**src/rtl/ps2_host_tx_if.sv**
```systemverilog
// PS/2 transmit request/status bundle between the command source and ps2_host_tx.
// master: issues tx_data/tx_valid; slave: returns tx_ready, busy, done, ack_err, timeout.
interface ps2_host_tx_if;
  logic [7:0] tx_data;
  logic       tx_valid;
  logic       tx_ready;
  logic       busy;
  logic       done;
  logic       ack_err;
  logic       timeout;

  modport master (
    output tx_data, tx_valid,
    input  tx_ready, busy, done, ack_err, timeout
  );

  modport slave (
    input  tx_data, tx_valid,
    output tx_ready, busy, done, ack_err, timeout
  );
endinterface

```
**src/rtl/ps2_host_tx.sv**
```systemverilog
// PS/2 host-to-device transmitter: inhibit, request-to-send, 11-bit frame, ACK check.
// Ports: clk, reset (async low), bus (slave), raw line inputs, open-drain line enables.
module ps2_host_tx #(
  parameter int INHIBIT_CYCLES = 12000,
  parameter int TIMEOUT_CYCLES = 1500000
) (
  input  logic         clk,
  input  logic         reset,
  ps2_host_tx_if.slave bus,
  input  logic         ps2_clk_in,
  input  logic         ps2_data_in,
  output logic         ps2_clk_oe,
  output logic         ps2_data_oe
);
  localparam int IW = $clog2(INHIBIT_CYCLES + 1);
  localparam int TW = $clog2(TIMEOUT_CYCLES + 1);
  localparam logic [IW-1:0] I_PRE = IW'(INHIBIT_CYCLES - 2);
  localparam logic [IW-1:0] I_LAST = IW'(INHIBIT_CYCLES - 1);
  localparam logic [TW-1:0] T_LAST = TW'(TIMEOUT_CYCLES - 1);

  typedef enum logic [2:0] {
    IDLE, INHIBIT, SEND, WAIT_ACK, WAIT_IDLE
  } state_t;

  state_t        state;
  logic [2:0]    csync;
  logic [1:0]    dsync;
  logic [8:0]    shreg;
  logic [3:0]    nbit;
  logic [IW-1:0] icnt;
  logic [TW-1:0] tcnt;
  logic          nack_q;
  logic          c_fall;
  logic          active;

  // csync[2] is the edge-history stage behind the 2-FF synchronizer
  assign c_fall = ~csync[1] & csync[2];
  assign active = (state == SEND) || (state == WAIT_ACK) ||
                  (state == WAIT_IDLE);

  always_ff @(posedge clk or negedge reset) begin
    if (!reset) begin
      csync <= 3'b111;
      dsync <= 2'b11;
    end else begin
      csync <= {csync[1:0], ps2_clk_in};
      dsync <= {dsync[0], ps2_data_in};
    end
  end

  always_ff @(posedge clk or negedge reset) begin
    if (!reset) begin
      state        <= IDLE;
      bus.tx_ready <= 1'b1;
      bus.busy     <= 1'b0;
      bus.done     <= 1'b0;
      bus.ack_err  <= 1'b0;
      bus.timeout  <= 1'b0;
      ps2_clk_oe   <= 1'b0;
      ps2_data_oe  <= 1'b0;
      shreg        <= '0;
      nbit         <= '0;
      icnt         <= '0;
      tcnt         <= '0;
      nack_q       <= 1'b0;
    end else begin
      bus.done    <= 1'b0;
      bus.ack_err <= 1'b0;
      bus.timeout <= 1'b0;
      if (active && tcnt == T_LAST) begin
        ps2_clk_oe  <= 1'b0;
        ps2_data_oe <= 1'b0;
        bus.timeout <= 1'b1;
        state       <= IDLE;
      end else begin
        if (active) tcnt <= tcnt + TW'(1);
        unique case (state)
          IDLE: begin
            // ready/busy settle one cycle after done or timeout
            bus.tx_ready <= 1'b1;
            bus.busy     <= 1'b0;
            if (bus.tx_valid && bus.tx_ready) begin
              shreg        <= {~^bus.tx_data, bus.tx_data};
              nbit         <= '0;
              icnt         <= '0;
              bus.tx_ready <= 1'b0;
              bus.busy     <= 1'b1;
              ps2_clk_oe   <= 1'b1;
              state        <= INHIBIT;
            end
          end
          INHIBIT: begin
            icnt <= icnt + IW'(1);
            // start bit goes low in the last inhibit cycle
            if (icnt == I_PRE) ps2_data_oe <= 1'b1;
            if (icnt == I_LAST) begin
              ps2_clk_oe <= 1'b0;
              tcnt       <= '0;
              state      <= SEND;
            end
          end
          SEND: begin
            if (c_fall) begin
              nbit <= nbit + 4'd1;
              if (nbit == 4'd9) begin
                ps2_data_oe <= 1'b0;
                state       <= WAIT_ACK;
              end else begin
                ps2_data_oe <= ~shreg[0];
                shreg       <= {1'b0, shreg[8:1]};
              end
            end
          end
          WAIT_ACK: begin
            if (c_fall) begin
              nack_q <= dsync[1];
              state  <= WAIT_IDLE;
            end
          end
          WAIT_IDLE: begin
            if (csync[1] && dsync[1]) begin
              bus.done    <= 1'b1;
              bus.ack_err <= nack_q;
              state       <= IDLE;
            end
          end
          default: state <= IDLE;
        endcase
      end
    end
  end
endmodule

```
**src/flat_wrapper.sv**
```systemverilog
// flat-port wrapper written by rule: the top's interface ports become plain ports
module ps2_host_tx_flat 
#(
  parameter int INHIBIT_CYCLES = 12000,
  parameter int TIMEOUT_CYCLES = 1500000
)
  (clk, reset, ps2_clk_in, ps2_data_in, ps2_clk_oe, ps2_data_oe, bus_tx_data, bus_tx_valid, bus_tx_ready, bus_busy, bus_done, bus_ack_err, bus_timeout);
  ps2_host_tx_if bus_i ();
  input  logic clk;
  input  logic reset;
  input  logic ps2_clk_in;
  input  logic ps2_data_in;
  output logic ps2_clk_oe;
  output logic ps2_data_oe;
  input wire logic [$bits(bus_i.tx_data)-1:0] bus_tx_data;
  input wire logic [$bits(bus_i.tx_valid)-1:0] bus_tx_valid;
  output wire logic [$bits(bus_i.tx_ready)-1:0] bus_tx_ready;
  output wire logic [$bits(bus_i.busy)-1:0] bus_busy;
  output wire logic [$bits(bus_i.done)-1:0] bus_done;
  output wire logic [$bits(bus_i.ack_err)-1:0] bus_ack_err;
  output wire logic [$bits(bus_i.timeout)-1:0] bus_timeout;
  assign bus_i.tx_data = bus_tx_data;
  assign bus_i.tx_valid = bus_tx_valid;
  assign bus_tx_ready = bus_i.tx_ready;
  assign bus_busy = bus_i.busy;
  assign bus_done = bus_i.done;
  assign bus_ack_err = bus_i.ack_err;
  assign bus_timeout = bus_i.timeout;
  ps2_host_tx #(.INHIBIT_CYCLES(INHIBIT_CYCLES), .TIMEOUT_CYCLES(TIMEOUT_CYCLES)) u_core (.clk(clk), .reset(reset), .bus(bus_i), .ps2_clk_in(ps2_clk_in), .ps2_data_in(ps2_data_in), .ps2_clk_oe(ps2_clk_oe), .ps2_data_oe(ps2_data_oe));
endmodule
```
**config.mk**
```make
export PLATFORM = sky130hd
export DESIGN_NAME = ps2_host_tx_flat
export DESIGN_NICKNAME = d
export VERILOG_FILES = /design/src/rtl/ps2_host_tx_if.sv /design/src/rtl/ps2_host_tx.sv /design/src/flat_wrapper.sv
export SDC_FILE = /design/constraint.sdc
export NUM_CORES = 1
export LEC_CHECK = 0
export CAP_MARGIN = 20
export CELL_PAD_IN_SITES_DETAIL_PLACEMENT = 1
export CELL_PAD_IN_SITES_GLOBAL_PLACEMENT = 1
export CORE_MARGIN = 10
export CORE_UTILIZATION = 45
export CTS_CLUSTER_SIZE = 24
export DETAILED_ROUTE_END_ITERATION = 7
export PLACE_DENSITY = 0.74
export SLEW_MARGIN = 20
export SYNTH_ARGS = -nofsm -noshare
export SYNTH_HDL_FRONTEND = slang
export SYNTH_SLANG_ARGS = --single-unit
export TNS_END_PERCENT = 5
```
**constraint.sdc**
```tcl
create_clock -name clk -period 3.4 [get_ports clk]
set_clock_uncertainty 0.2 [all_clocks]
set_input_delay 0.68 -clock clk [delete_from_list [all_inputs] [get_ports clk]]
set_output_delay 0.68 -clock clk [all_outputs]
set_load 0.02 [all_outputs]
```
==> summary.txt <==
Outcome
  – Run status: finished, final reports clean

Setup path
  – Kind of critical path: register to register
  – Critical path cell sequence: nand4bb_4 > nor4_4 > and4b_1 > nor2_4 > mux2_4
  – Path depth of the worst reg2reg path: 5
  – Register-to-Register Setup Slack: 0.83 ns
  – Setup crit end kind: register
  – Critical-path top delay cell: nor4_4
  – Worst R2R End: u_core.shreg[3]
  – CP max FO: 9
  – Critical path arrival: 2.60 ns
  – Critical Path Source Type: register
  – CP max stage delay: 0.53 ns
  – CP required: 3.43 ns
  – WP buf/inv: 0
  – Cell class contributing the biggest share of worst-path delay: simple AND/OR/NAND/NOR gates
  – Critical register-to-register path startpoint: u_core.tcnt[5]

Clocking
  – Post-cts resize count: 0
  – Register clock-pin slew on the reported worst setup and hold paths: 0.08 ns
  – Clk Latency, worst-skew pair: 0.35 ns
  – Maximum clock insertion buffer count: 2
  – Post-CTS Setup Inserts: 0
  – Number of levels in the clock H-tree: 3
  – Clock tree from TritonCTS: built
  – TritonCTS buffer count: 9
  – Hold bufs inserted after CTS: 0
  – Sinks on the clock net: 64
  – CTS root buffer: clkbuf_8

Placed design
  – Number of placed cells counting well taps: 454
  – Total half-perimeter wirelength after legalization and detailed placement: 5780 microns
  – Number of buffer cells added on primary ports: 19
  – Post-place instance area: 3780 sq um
  – Pre-CTS worst setup slack: 0.631 ns
  – Weighted congestion at the end of routability-driven global placement: 0.793

Yosys
  – Top post-synthesis cells by area: dfrtp_1 (42%), xnor2_1 (6.8%), dfstp_2 (4.5%)
  – Synthesized flop and latch total: 64
  – Portion of synthesized cell area occupied by the leading cell type: 0.417
  – Synthesized area per cell: 10.2 sq um
  – Synthesized instance count: 340
  – Post-synthesis cell area: 3480 sq um
  – Count of different cell masters after synthesis: 58
  – Most used flip-flop cell after synthesis: dfrtp_1
  – Count of flip-flops with a built-in enable after synthesis: 0
  – Leading cell type by number of instances after synthesis: dfrtp_1
  – Count of warnings emitted by yosys: 0
  – FFs w/ async S/R, synth: 1.00
  – Syn_nets: 358
  – Most numerous cell types in the synthesized netlist: dfrtp_1 (58), nor2_1 (39), xnor2_1 (27)
  – Largest area contributor in the netlist: dfrtp_1
  – Share of synthesized area occupied by flip-flops and latches: 0.462

Cells and area
  – Final-layout fill cell count: 857
  – Count of antenna diodes in the layout: 0
  – Post-layout net count: 381
  – Post-route core utilization: 0.521
  – Count of placed standard cells in the final layout, fillers left out: 470
  – Ratio of cells with drive above 1 in the final layout: 0.152
  – Final design area excluding fillers: 3980 sq um
  – Synth-to-layout area growth: 14.3%

STA
  – Final Hold Slack: 0.160 ns
  – Slew at the pin with the worst max-slew slack: 0.711 ns
  – Clock period minus worst slack: 2.57 ns
  – Sum of negative setup slack: 0 ns
  – Unrepaired setup endpoints after global routing: false
  – Count of endpoints failing setup in the final report: 0
  – Relative slew slack: 0.524
  – Maximum clock frequency: 0.389 GHz
  – Final slew viol count: 0
  – Post-route setup slack: 0.831 ns
  – Number of hold-slack violations in the final timing report: 0
  – Share of the clock period used by the worst path: 0.756

Drt
  – Number of remaining DRC errors: 0
  – Number of vias per cell: 5.53
  – Final Routed Wirelength: 7990 microns
  – Wirelength per Cell: 17.0 microns
  – Detailed-router iteration count before antenna repair: 5
  – Number of vias in the routed layout: 2597
  – Number of nets with antenna violations after detailed routing: 0
  – Number of DRC markers after the initial detailed-route iteration: 47

Global route
  – Vias in the first global route: 2774
  – First-pass GRT wire length: 14000 microns
  – Overall fraction of global-route tracks in use: 0.147
  – Number of antenna violations at the first check in global routing: 0
  – Largest net degree at the start of global routing: 36
  – Total grt overflow: 0

Worst hold path
  – Source of the worst hold timing path: u_core.csync[0]
  – Worst Hold Path EP: u_core.csync[1]
  – Number of stages on the worst hold path: 0
  – Hold crit path type: register to register

Floorplanning
  – Horiz. Die Dim: 108 microns
  – Die height: 108 microns
  – Die Footprint: 11700 sq um
  – Starting utilization of the core area: 0.455
  – Number of top-level pins: 20
  – Core region area: 7650 sq um
  – Number of placement rows: 32

Power and ir drop
  – Max IR drop VDD: 0.169 mV
  – Pwr/cell area: 518 nW/um^2
  – Post-route total power: 2.06 mW
  – Reported leakage power: 1.63 nW

Run
  – Maxcap violations: 0
[report_power, final]
part	internal, mW	leakage (nW)	switching, mW	total (mW)
logic	0.216	0.701	0.196	0.411
registers	0.891	0.837	0.108	0.998
clock network	0.338	0.0952	0.314	0.652
[cell families (layout without fill, tap and decap cells)]
group | Yosys count | in the layout | synth area share
AOI/OAI and AO/OA | 46 | 46 | 0.0880
xor gates and xnor gates | 33 | 33 | 0.0830
adders and majority gates | 5 | 5 | 0.0180
buffers and inverters | 19 | 47 | 0.0251
DFF | 64 | 64 | 0.462
muxes | 21 | 21 | 0.0751
and+or+nand+nor | 152 | 152 | 0.249
[cell usage in the layout, fill, tap and decap left out, drive strengths merged, types with 2 or more instances in the layout]
cell type      synthesis  final
a21o                   3      3
o21a                   2      2
clkinvlp               0      2
xnor2                 27     27
nand3                 13     13
nor3b                  2      2
dfrtp                 58     58
clkdlybuf4s50          0     18
buf                    8      6
nand4                 13     13
clkinv                 0      4
mux2i                  4      4
nor2                  40     40
inv                    7      7
ha                     5      5
mux2                  17     17
dfstp                  6      6
clkbuf                 4      9
nand2b                 6      6
or2                    3      3
a211o                  2      2
nor4                  12     12
a211oi                 2      2
or3                    4      4
xor2                   6      6
and3                   5      5
and4                   2      2
nand2                 20     20
nor2b                  6      6
o21ai                 17     17
a21oi                 10     10
nand4bb                2      2
nor3                  15     15
a2bb2oi                2      2
[layer usage]
metal / vias up / track usage / share of wire
met5: - / 0 / 0
li1: 1257 / - / -
met2: 34 / 0.241 / 0.50
met3: 12 / 0.0440 / 0.038
met4: 0 / 0.0344 / 0.011
met1: 1294 / 0.187 / 0.45
[worst max-delay path by stage]
stage / startpoint / end / cells after the start
3_3_place_gp: bus_tx_valid / u_core.shreg[4] / 6
3_5_place_dp: bus_tx_valid / u_core.shreg[3] / 6
6_report: u_core.tcnt[5] / u_core.shreg[3] / 5
4_1_cts: u_core.tcnt[5] / u_core.shreg[3] / 5
2_1_floorplan: u_core.tcnt[19] / u_core.shreg[0] / 6
5_1_grt: u_core.tcnt[5] / u_core.shreg[3] / 5
[worst reg2reg max path, stage by stage, from the launching register on]
cell,delay (ns)
dfrtp_1,0.46
nand4bb_4,0.24
nor4_4,0.53
and4b_1,0.53
nor2_4,0.16
mux2_4,0.33
[state kept, by name, indices dropped and copies added, names as in the netlist, 2 cells and up]
signal,count
u_core.csync,3
u_core.dsync,2
u_core.icnt,14
u_core.nbit,4
u_core.shreg,9
u_core.state,3
u_core.tcnt,21
[cell type report]
type                    instances  area, sq um  area share
clock inverters                 7         72.6      0.0182
inverters                       7         26.3     0.00660
multi-input cells             257         1790       0.449
flip-flops and latches         64         1610       0.404
repair buffers                 24          235      0.0591
clock buffers                   9          124      0.0311
well taps                     102          128      0.0321
No activity file was read; power rests on OpenSTA's default activity.
